--- config.mk ---
export PLATFORM = sky130hd
export DESIGN_NAME = ensm_pin_sequencer
export DESIGN_NICKNAME = d
export VERILOG_FILES = /design/src/rtl/ensm_pin_sequencer.sv
export SDC_FILE = /design/constraint.sdc
export NUM_CORES = 1
export LEC_CHECK = 0
export CORE_ASPECT_RATIO = 0.75
export CORE_MARGIN = 1
export CORE_UTILIZATION = 40
export CTS_CLUSTER_DIAMETER = 30
export DETAILED_ROUTE_END_ITERATION = 8
export GPL_TIMING_DRIVEN = 0
export SYNTH_ARGS = -nofsm -noshare
export SYNTH_HDL_FRONTEND = slang
export SYNTH_SLANG_ARGS = --single-unit
export TNS_END_PERCENT = 10
--- constraint.sdc ---
create_clock -name axi_aclk -period 4.6 [get_ports axi_aclk]
set_clock_uncertainty 0.05 [all_clocks]
set_input_delay 1.38 -clock axi_aclk [delete_from_list [all_inputs] [get_ports axi_aclk]]
set_output_delay 1.38 -clock axi_aclk [all_outputs]
set_load 0.01 [all_outputs]
--- src/rtl/ensm_pin_sequencer.sv ---
// ENSM pin timing guard for the AD9361 ENABLE/TXNRX pads.
// Synchronises GPIO requests, enforces setup/high/hold timing, tracks violations.
module ensm_pin_sequencer #(
   parameter int SYNC_STAGES     = 2,
   parameter int SETUP_CYCLES    = 4,
   parameter int MIN_HIGH_CYCLES = 2,
   parameter int HOLD_CYCLES     = 4,
   parameter int CNT_WIDTH       = 8
) (
   input  logic       axi_aclk,
   input  logic       axi_aresetn,
   input  logic       up_enable,
   input  logic       up_txnrx,
   input  logic       viol_clr,
   output logic       enable,
   output logic       txnrx,
   output logic       busy,
   output logic       viol_flag,
   output logic [7:0] viol_count
);

   typedef enum logic [1:0] {
      S_IDLE,
      S_SETUP,
      S_HIGH,
      S_HOLD
   } state_t;

   localparam logic [CNT_WIDTH-1:0] SETUP_LD = CNT_WIDTH'(SETUP_CYCLES - 1);
   localparam logic [CNT_WIDTH-1:0] HIGH_LD  = CNT_WIDTH'(MIN_HIGH_CYCLES - 1);
   localparam logic [CNT_WIDTH-1:0] HOLD_LD  = CNT_WIDTH'(HOLD_CYCLES - 1);

   logic req_en;
   logic req_tx;

   generate
      if (SYNC_STAGES == 0) begin : g_nosync
         assign req_en = up_enable;
         assign req_tx = up_txnrx;
      end else begin : g_sync
         logic [SYNC_STAGES-1:0] en_sync_q;
         logic [SYNC_STAGES-1:0] tx_sync_q;

         // Shift both GPIO requests through the synchroniser chain
         always_ff @(posedge axi_aclk or negedge axi_aresetn) begin
            if (!axi_aresetn) begin
               en_sync_q <= '0;
               tx_sync_q <= '0;
            end else begin
               en_sync_q[0] <= up_enable;
               tx_sync_q[0] <= up_txnrx;
               for (int i = 1; i < SYNC_STAGES; i++) begin
                  en_sync_q[i] <= en_sync_q[i-1];
                  tx_sync_q[i] <= tx_sync_q[i-1];
               end
            end
         end

         assign req_en = en_sync_q[SYNC_STAGES-1];
         assign req_tx = tx_sync_q[SYNC_STAGES-1];
      end
   endgenerate

   state_t               state_q;
   logic [CNT_WIDTH-1:0] cnt_q;
   logic                 enable_q;
   logic                 txnrx_q;
   logic                 busy_q;

   // Pin sequencing FSM; all pin drives are registered with the state
   always_ff @(posedge axi_aclk or negedge axi_aresetn) begin
      if (!axi_aresetn) begin
         state_q  <= S_IDLE;
         cnt_q    <= '0;
         enable_q <= 1'b0;
         txnrx_q  <= 1'b0;
         busy_q   <= 1'b0;
      end else begin
         case (state_q)
            S_IDLE: begin
               txnrx_q <= req_tx;
               if (req_en) begin
                  cnt_q   <= SETUP_LD;
                  state_q <= S_SETUP;
                  busy_q  <= 1'b1;
               end
            end
            S_SETUP: begin
               if (!req_en) begin
                  state_q <= S_IDLE;
                  busy_q  <= 1'b0;
               end else if (cnt_q == '0) begin
                  enable_q <= 1'b1;
                  cnt_q    <= HIGH_LD;
                  state_q  <= S_HIGH;
               end else begin
                  cnt_q <= cnt_q - 1'b1;
               end
            end
            S_HIGH: begin
               if (cnt_q != '0) begin
                  cnt_q <= cnt_q - 1'b1;
               end else if (!req_en) begin
                  enable_q <= 1'b0;
                  cnt_q    <= HOLD_LD;
                  state_q  <= S_HOLD;
               end
            end
            S_HOLD: begin
               if (cnt_q == '0) begin
                  state_q <= S_IDLE;
                  busy_q  <= 1'b0;
               end else begin
                  cnt_q <= cnt_q - 1'b1;
               end
            end
            default: begin
               state_q  <= S_IDLE;
               enable_q <= 1'b0;
               busy_q   <= 1'b0;
            end
         endcase
      end
   end

   logic       mis_q;
   logic       mismatch;
   logic       viol;
   logic       viol_flag_q;
   logic       viol_flag_d;
   logic [7:0] viol_count_q;
   logic [7:0] viol_count_d;

   assign mismatch = (state_q == S_HIGH) && (req_tx != txnrx_q);
   assign viol     = mismatch && !mis_q;

   // A new violation outranks a simultaneous clear and counts as the first
   always_comb begin
      viol_flag_d  = viol_flag_q;
      viol_count_d = viol_count_q;
      if (viol) begin
         viol_flag_d = 1'b1;
         if (viol_clr) begin
            viol_count_d = 8'd1;
         end else if (viol_count_q != 8'hFF) begin
            viol_count_d = viol_count_q + 8'd1;
         end
      end else if (viol_clr) begin
         viol_flag_d  = 1'b0;
         viol_count_d = 8'd0;
      end
   end

   // Violation state: episode edge detector, sticky flag, saturating count
   always_ff @(posedge axi_aclk or negedge axi_aresetn) begin
      if (!axi_aresetn) begin
         mis_q        <= 1'b0;
         viol_flag_q  <= 1'b0;
         viol_count_q <= 8'd0;
      end else begin
         mis_q        <= mismatch;
         viol_flag_q  <= viol_flag_d;
         viol_count_q <= viol_count_d;
      end
   end

   assign enable     = enable_q;
   assign txnrx      = txnrx_q;
   assign busy       = busy_q;
   assign viol_flag  = viol_flag_q;
   assign viol_count = viol_count_q;

endmodule

==> impl_metrics.yaml, run 1 <==
run_status:
  outcome: "completed"
worst_setup_path:
  worstPathRequired_ns: 3.17
  critPathBufInv: 1
  timing.rr.start: "cnt_q[0]$_DFFE_PN0P_"
  reg2regPathDepth: 7
  cp.arrival_ns: 1.30
  endpoint: "viol_count[2]"
  cp_cell_sequence: "clkdlybuf4s50_1"
  path_delay_family: "buffers and inverters"
  critical_path_class: "flop to primary output"
  path_max_fanout: 7
  r2r-end: "cnt_q[2]$_DFFE_PN0P_"
  cp_num_cells: 1
  critPathLaunchType: "flop"
  crit_start: "viol_count[2]$_DFFE_PN0P_"
  end_kind: "primary output"
  crit_path_max_incr_delay_ns: 0.57
  critPathSlowestCell: "clkdlybuf4s50_1"
  rrSetupSlack_ns: 2.20
clock_network:
  clk_path_buf_depth: 2
  htree_levels: 1
  clkTransAtPathRegs_ns: 0.09
  numCtsBuffers: 3
  postCtsSetupBuffers: 0
  cts.sinks: 27
  cts-root-buf: "clkbuf_8"
  cts_resized: 0
  clk_latency_ns: 0.27
  cts_tree: "done"
  ctsHoldBuffers: 0
die:
  fp-row-count: 18
  initial_utilization_pct: 43.60
  die_y_microns: 54.91
  die_w_microns: 72.54
  dieArea_sq_mm: 0.003983
  ios: 17
  core_area_sq_mm: 0.003423
timing:
  worstMarginPinSlew_ns: 0.7130
  timing.setup.tns_ns: 0
  hold_viol: 0
  finalSetupViolations: 0
  hold_ws_ns: 0.3260
  rsz0062_at_grt: "false"
  fin_crit_sh_pct: 59.42
  clock.fmax_mhz: 365.9
  drv_slew: 0
  finalCriticalPeriod_ns: 2.733
  relSlewSlack_pct: 52.10
global_routing:
  grt_max_degree: 28
  antenna_found_initial: 0
  track_usage_pct: 20.20
  grt_pass1_vias: 1211
  grt_overflow: 0
  grt_pass1_wl_microns: 5913
drt:
  drt-initial-drc-count: 113
  ant_nets: 0
  routed_wl_microns: 3649
  wl_per_cell_microns: 15.59
  via_per_inst: 5.970
  drc: 0
  firstDrtPassIters: 4
  vias: 1397
yosys:
  async_reset_ff_share_pct: 100.0
  synth.most_common_cell: "dfrtp_1"
  syn_nets: 172
  synth-edff-count: 0
  yosys-top-cells-count: "dfrtp_1, nor2_1, a21oi_1"
  ys_types: 40
  synth_top_cell_by_area: "dfrtp_1"
  ys.flop_type: "dfrtp_1"
  synth_cells: 164
  netlist.area_leader.share_pct: 45.26
  synth.yosys.warnings: 0
  avgSynthCellArea_sq_um: 9.102
  ys_seq_area_share_pct: 45.26
  yosys-top-cells-area: "dfrtp_1, a21oi_1, nor2_1"
  synth_area_sq_mm: 0.001493
  synth_seq_cells: 27
cells_and_area:
  diodes: 0
  area_delta_synth_final_pct: 17.85
  num-fill-cells: 321
  drive_gt1_share_pct: 5.978
  layout.nets: 193
job:
  cap_violations: 0
power:
  peakVddDrop_uv: 237.0
  p_leak_nw: 0.6860
  pwr_density_cell_mw_per_mm2: 529.5
min_path:
  hp-class: "flop to flop"
placed_design:
  gp_congestion: 0.9049
  dp_hpwl_microns: 2658
  port_buffers: 16
## cells by family after synthesis
logic type      after synthesis  share of synthesized area, %
simple gates                 69                         24.64
compound gates               43                         18.44
xor+xnor                      1                        0.5869
flops                        27                         45.26
fa+ha+maj                     3                         2.515
buf+inv                      16                         5.030
mux                           5                         3.521
## registers in the layout, summed over array words and instances (netlist names), named ones only
signal	cells
cnt_q	8
viol_count	8
g_sync.en_sync_q	2
g_sync.tx_sync_q	2
busy	1
enable	1
mis_q	1
state_q	1
txnrx	1
viol_flag	1
## stage by stage
stage | setup WS [ns] | std cells | power, mW | instance area [sq um] | utilization (%)
2_1_floorplan | 2.499 | 164 | 0.6465 | 1493 | -
3_3_place_gp | 1.666 | 230 | 0.7632 | 1715 | 50.11
3_5_place_dp | 1.689 | 230 | 0.7851 | 1715 | 50.11
4_1_cts | 1.853 | 234 | 0.9236 | 1764 | 51.54
5_1_grt | 1.816 | 234 | 0.9997 | 1759 | 51.39
6_report | 1.867 | 234 | 0.9315 | 1759 | 51.39
## report_power, final
part / total [mW] / switching, mW / internal (mW)
registers: 0.352 / 0.0548 / 0.297
clock network: 0.137 / 0.0753 / 0.0615
logic: 0.443 / 0.265 / 0.177
## layout make-up
| type | instances | area, sq um | share of cell area (%) |
|---|---|---|---|
| inverter | 7 | 26.28 | 1.494 |
| multi-input combinational | 121 | 742.0 | 42.18 |
| tap | 50 | 62.56 | 3.556 |
| clock inverter | 1 | 7.507 | 0.4267 |
| timing repair buffer | 16 | 155.1 | 8.819 |
| sequential | 27 | 675.6 | 38.41 |
| clock buffer | 3 | 41.29 | 2.347 |
| buffer | 9 | 48.80 | 2.774 |
## cell usage in the layout, fill, tap and decap left out, types with 3 or more instances in the layout
cell and instances:
clkbuf_8 3, a31oi_1 3, nor2b_1 5, clkbuf_1 7, or4_1 3, inv_1 7, mux2i_1 3, dfrtp_1 27
a21o_1 3, nand4_1 6, nand3_1 8, o31ai_1 3, clkdlybuf4s50_1 15, or3_1 3, nor4_1 4, ha_1 3
o21ai_0 10, nand2_1 11, nor2_1 16, nor3_1 3, a21oi_1 12
## worst min path at each step
stage | start | to | slack (ns) | cells past startpoint
global route | g_sync.en_sync_q[0]$_DFF_PN0_ | g_sync.en_sync_q[1]$_DFF_PN0_ | 0.34 | 0
global placement | g_sync.tx_sync_q[0]$_DFF_PN0_ | g_sync.tx_sync_q[1]$_DFF_PN0_ | 0.29 | 0
floorplan | g_sync.en_sync_q[0]$_DFF_PN0_ | g_sync.en_sync_q[1]$_DFF_PN0_ | 0.28 | 0
CTS | g_sync.en_sync_q[0]$_DFF_PN0_ | g_sync.en_sync_q[1]$_DFF_PN0_ | 0.33 | 0
detailed placement | g_sync.en_sync_q[0]$_DFF_PN0_ | g_sync.en_sync_q[1]$_DFF_PN0_ | 0.31 | 0
finish | g_sync.tx_sync_q[0]$_DFF_PN0_ | g_sync.tx_sync_q[1]$_DFF_PN0_ | 0.33 | 0
## metal layers
| metal | share of wire [%] | vias to the layer above | GRT usage (%) |
|---|---|---|---|
| li1 | - | 651 | - |
| met1 | 47 | 667 | 29.18 |
| met2 | 43 | 73 | 30.84 |
| met3 | 8.7 | 6 | 4.891 |
| met4 | 0.69 | 0 | 4.575 |
| met5 | 0 | - | 0 |
No activity file was read; power rests on OpenSTA's default activity.
==> run 2, diff against run 1 <==
==> constraint.sdc (replaced) <==
create_clock -name axi_aclk -period 2.7 [get_ports axi_aclk]
set_clock_uncertainty 0.05 [all_clocks]
set_input_delay 0.81 -clock axi_aclk [delete_from_list [all_inputs] [get_ports axi_aclk]]
set_output_delay 0.81 -clock axi_aclk [all_outputs]
set_load 0.01 [all_outputs]
==> results of run 2 <==
The final DEF is identical to that of run 1. Status: completed.
Main changes from that run: setup slack after placement 1.689 ns -> 0.3591 ns; setup slack after layout 1.867 ns -> 0.3047 ns; start point of the critical path viol_count[2]$_DFFE_PN0P_ -> cnt_q[0]$_DFFE_PN0P_; end point of the critical path viol_count[2] -> cnt_q[2]$_DFFE_PN0P_; register-to-register setup slack 2.20 ns -> 0.30 ns; total power 0.9315 mW -> 1.587 mW; worst IR drop on VDD 237.0 uV -> 403.8 uV
==> run 3, diff against run 2 <==
--- a/config.mk
+++ b/config.mk
@@ -5,6 +5,7 @@
 export SDC_FILE = /design/constraint.sdc
 export NUM_CORES = 1
 export LEC_CHECK = 0
+export CAP_MARGIN = 20
 export CORE_ASPECT_RATIO = 0.75
 export CORE_MARGIN = 1
 export CORE_UTILIZATION = 40
==> run 3 against run 2 <==
  * Global-route usage rose by 0.30 points
  * Utilization rose by 0.88 points
  * Count of clock-buffer cells in the layout did not move
  * Via count fell by 3.8%
  * Hold slack got worse by 0.021 ns
  * Sequential power barely moved
  * Final cell count rose by 0.43%
==> impl_metrics.yaml, run 3 (synthesis gave the netlist of run 1 again) <==
worst_setup_path:
  cp.arrival_ns: 2.52
  end_kind: "flop"
  critPathLaunchType: "flop"
  worstPathRequired_ns: 2.83
  path_max_fanout: 10
  critical_path_class: "flop to flop"
job:
  cap_violations: 0
power:
  peakVddDrop_uv: 524.4
  p_int_mw: 0.9164
  comb_power_share_pct: 47.8
  p_sw_share_pct: 42.11
  finalPower_mw: 1.583
  p_leak_nw: 0.7025
  pwr_density_cell_mw_per_mm2: 884.8
  p_sw_mw: 0.6666
  seq_power_share_pct: 37.9
  clkPwrFrac_pct: 14.2
global_routing:
  grt_pass1_vias: 1185
  grt_max_degree: 18
  met3_usage_pct: 5.072
  grtUsageMet2_pct: 29.44
  busiest_layer: "met1"
  track_usage_pct: 20.49
  grt_overflow: 0
  antenna_found_initial: 0
  grt_use_met1_pct: 30.07
  grt_pass1_wl_microns: 5954
cells_and_area:
  layout.nets: 194
  final_util_pct: 52.27
  fin_area_sq_mm: 0.001789
  layout_commonest_cell: "dfrtp_1"
  drive_gt1_share_pct: 5.946
  diodes: 0
  area_delta_synth_final_pct: 19.87
  layout_common_cells: "dfrtp_1, nor2_1, clkdlybuf4s50_1"
die:
  fp-row-count: 18
  ios: 17
  dieArea_sq_mm: 0.003983
  die_y_microns: 54.91
  initial_utilization_pct: 43.60
  die_w_microns: 72.54
  core_area_sq_mm: 0.003423
timing:
  relSlewSlack_pct: 53.33
  hold_ws_ns: 0.3053
  finalSetupViolations: 0
  clock.fmax_mhz: 418.2
  hold_viol: 0
  finalCriticalPeriod_ns: 2.391
  drv_slew: 0
  fin_crit_sh_pct: 88.56
  rsz0062_at_grt: "false"
  worstMarginPinSlew_ns: 0.6948
  timing.setup.tns_ns: 0
clock_network:
  postCtsSetupBuffers: 0
  cts-root-buf: "clkbuf_8"
  htree_levels: 1
  cts_tree: "done"
  numCtsBuffers: 3
  ctsHoldBuffers: 0
  cts.sinks: 27
  clk_latency_ns: 0.27
  clkTransAtPathRegs_ns: 0.09
  cts_resized: 0
  clk_path_buf_depth: 2
run_status:
  outcome: "completed"
drt:
  vias: 1344
  firstDrtPassIters: 5
  routed_wl_microns: 3622
  drt-initial-drc-count: 193
  wl_per_cell_microns: 15.41
  via_per_inst: 5.719
  drc: 0
  ant_nets: 0
placed_design:
  gp_congestion: 0.9049
  dp_hpwl_microns: 2769
  post_dp_cell_area_sq_mm: 0.001743
  port_buffers: 16
min_path:
  hp-class: "flop to flop"
==> run 3: cell count changes in the layout (fill, tap and decap cells not counted) <==
| cell | before | now |
|---|---|---|
| buf_16 | 0 | 1 |
| buf_2 | 1 | 0 |
| clkdlybuf4s50_1 | 15 | 16 |
| clkinv_2 | 0 | 1 |
| clkinvlp_4 | 1 | 0 |
==> run 3: cell type report <==
class	instances	area, sq um
tap	50	62.56
timing repair buffer	17	187.7
clock inverter	1	5.005
buffer	9	48.80
multi-input combinational	121	742.0
fill	320	1634
sequential	27	675.6
inverter	7	26.28
clock buffer	3	41.29
==> run 3: final timing paths <==
| path | start | endpoint | slack (ns) | depth (start not counted) |
|---|---|---|---|---|
| min | g_sync.en_sync_q[0]$_DFF_PN0_ | g_sync.en_sync_q[1]$_DFF_PN0_ | 0.31 | 0 |
| min in group asynchronous | axi_aresetn | viol_count[6]$_DFFE_PN0P_ | 0.87 | 1 |
| min reg2reg | g_sync.en_sync_q[0]$_DFF_PN0_ | g_sync.en_sync_q[1]$_DFF_PN0_ | 0.31 | 0 |
| max reg2reg | cnt_q[0]$_DFFE_PN0P_ | cnt_q[1]$_DFFE_PN0P_ | 0.31 | 7 |
| max in group asynchronous | axi_aresetn | cnt_q[7]$_DFFE_PN0P_ | 1.23 | 2 |
| max | cnt_q[0]$_DFFE_PN0P_ | cnt_q[1]$_DFFE_PN0P_ | 0.31 | 7 |
==> run 3: layer usage <==
layer / share of wire, % / routed length, microns
met5: 0 / 0
met4: 1.3 / 46
met3: 7.0 / 253
met2: 42 / 1525
met1: 50 / 1797
==> run 3: worst max-delay path: stages (launching register included) <==
cell,delay (ns)
dfrtp_1,0.41
inv_1,0.13
ha_1,0.18
nor4b_1,0.46
clkbuf_1,0.42
nand3_1,0.24
a21boi_0,0.20
o221ai_1,0.21
==> run 3: through the flow <==
step	setup slack [ns]	cells
2_1_floorplan	0.7193	164
3_3_place_gp	0.3360	230
3_5_place_dp	0.4390	231
4_1_cts	0.4030	235
5_1_grt	0.1340	235
6_report	0.3088	235
==> run 3: power groups by stage <==
| stage | registers [mW] | logic (mW) | clock network [mW] |
|---|---|---|---|
| after detailed placement | 0.606 | 0.737 | 0 |
| after global routing | 0.615 | 0.820 | 0.256 |
| after global placement | 0.597 | 0.703 | 0 |
| after floorplan | 0.599 | 0.503 | 0 |
| final | 0.600 | 0.757 | 0.226 |
| after CTS | 0.597 | 0.741 | 0.233 |
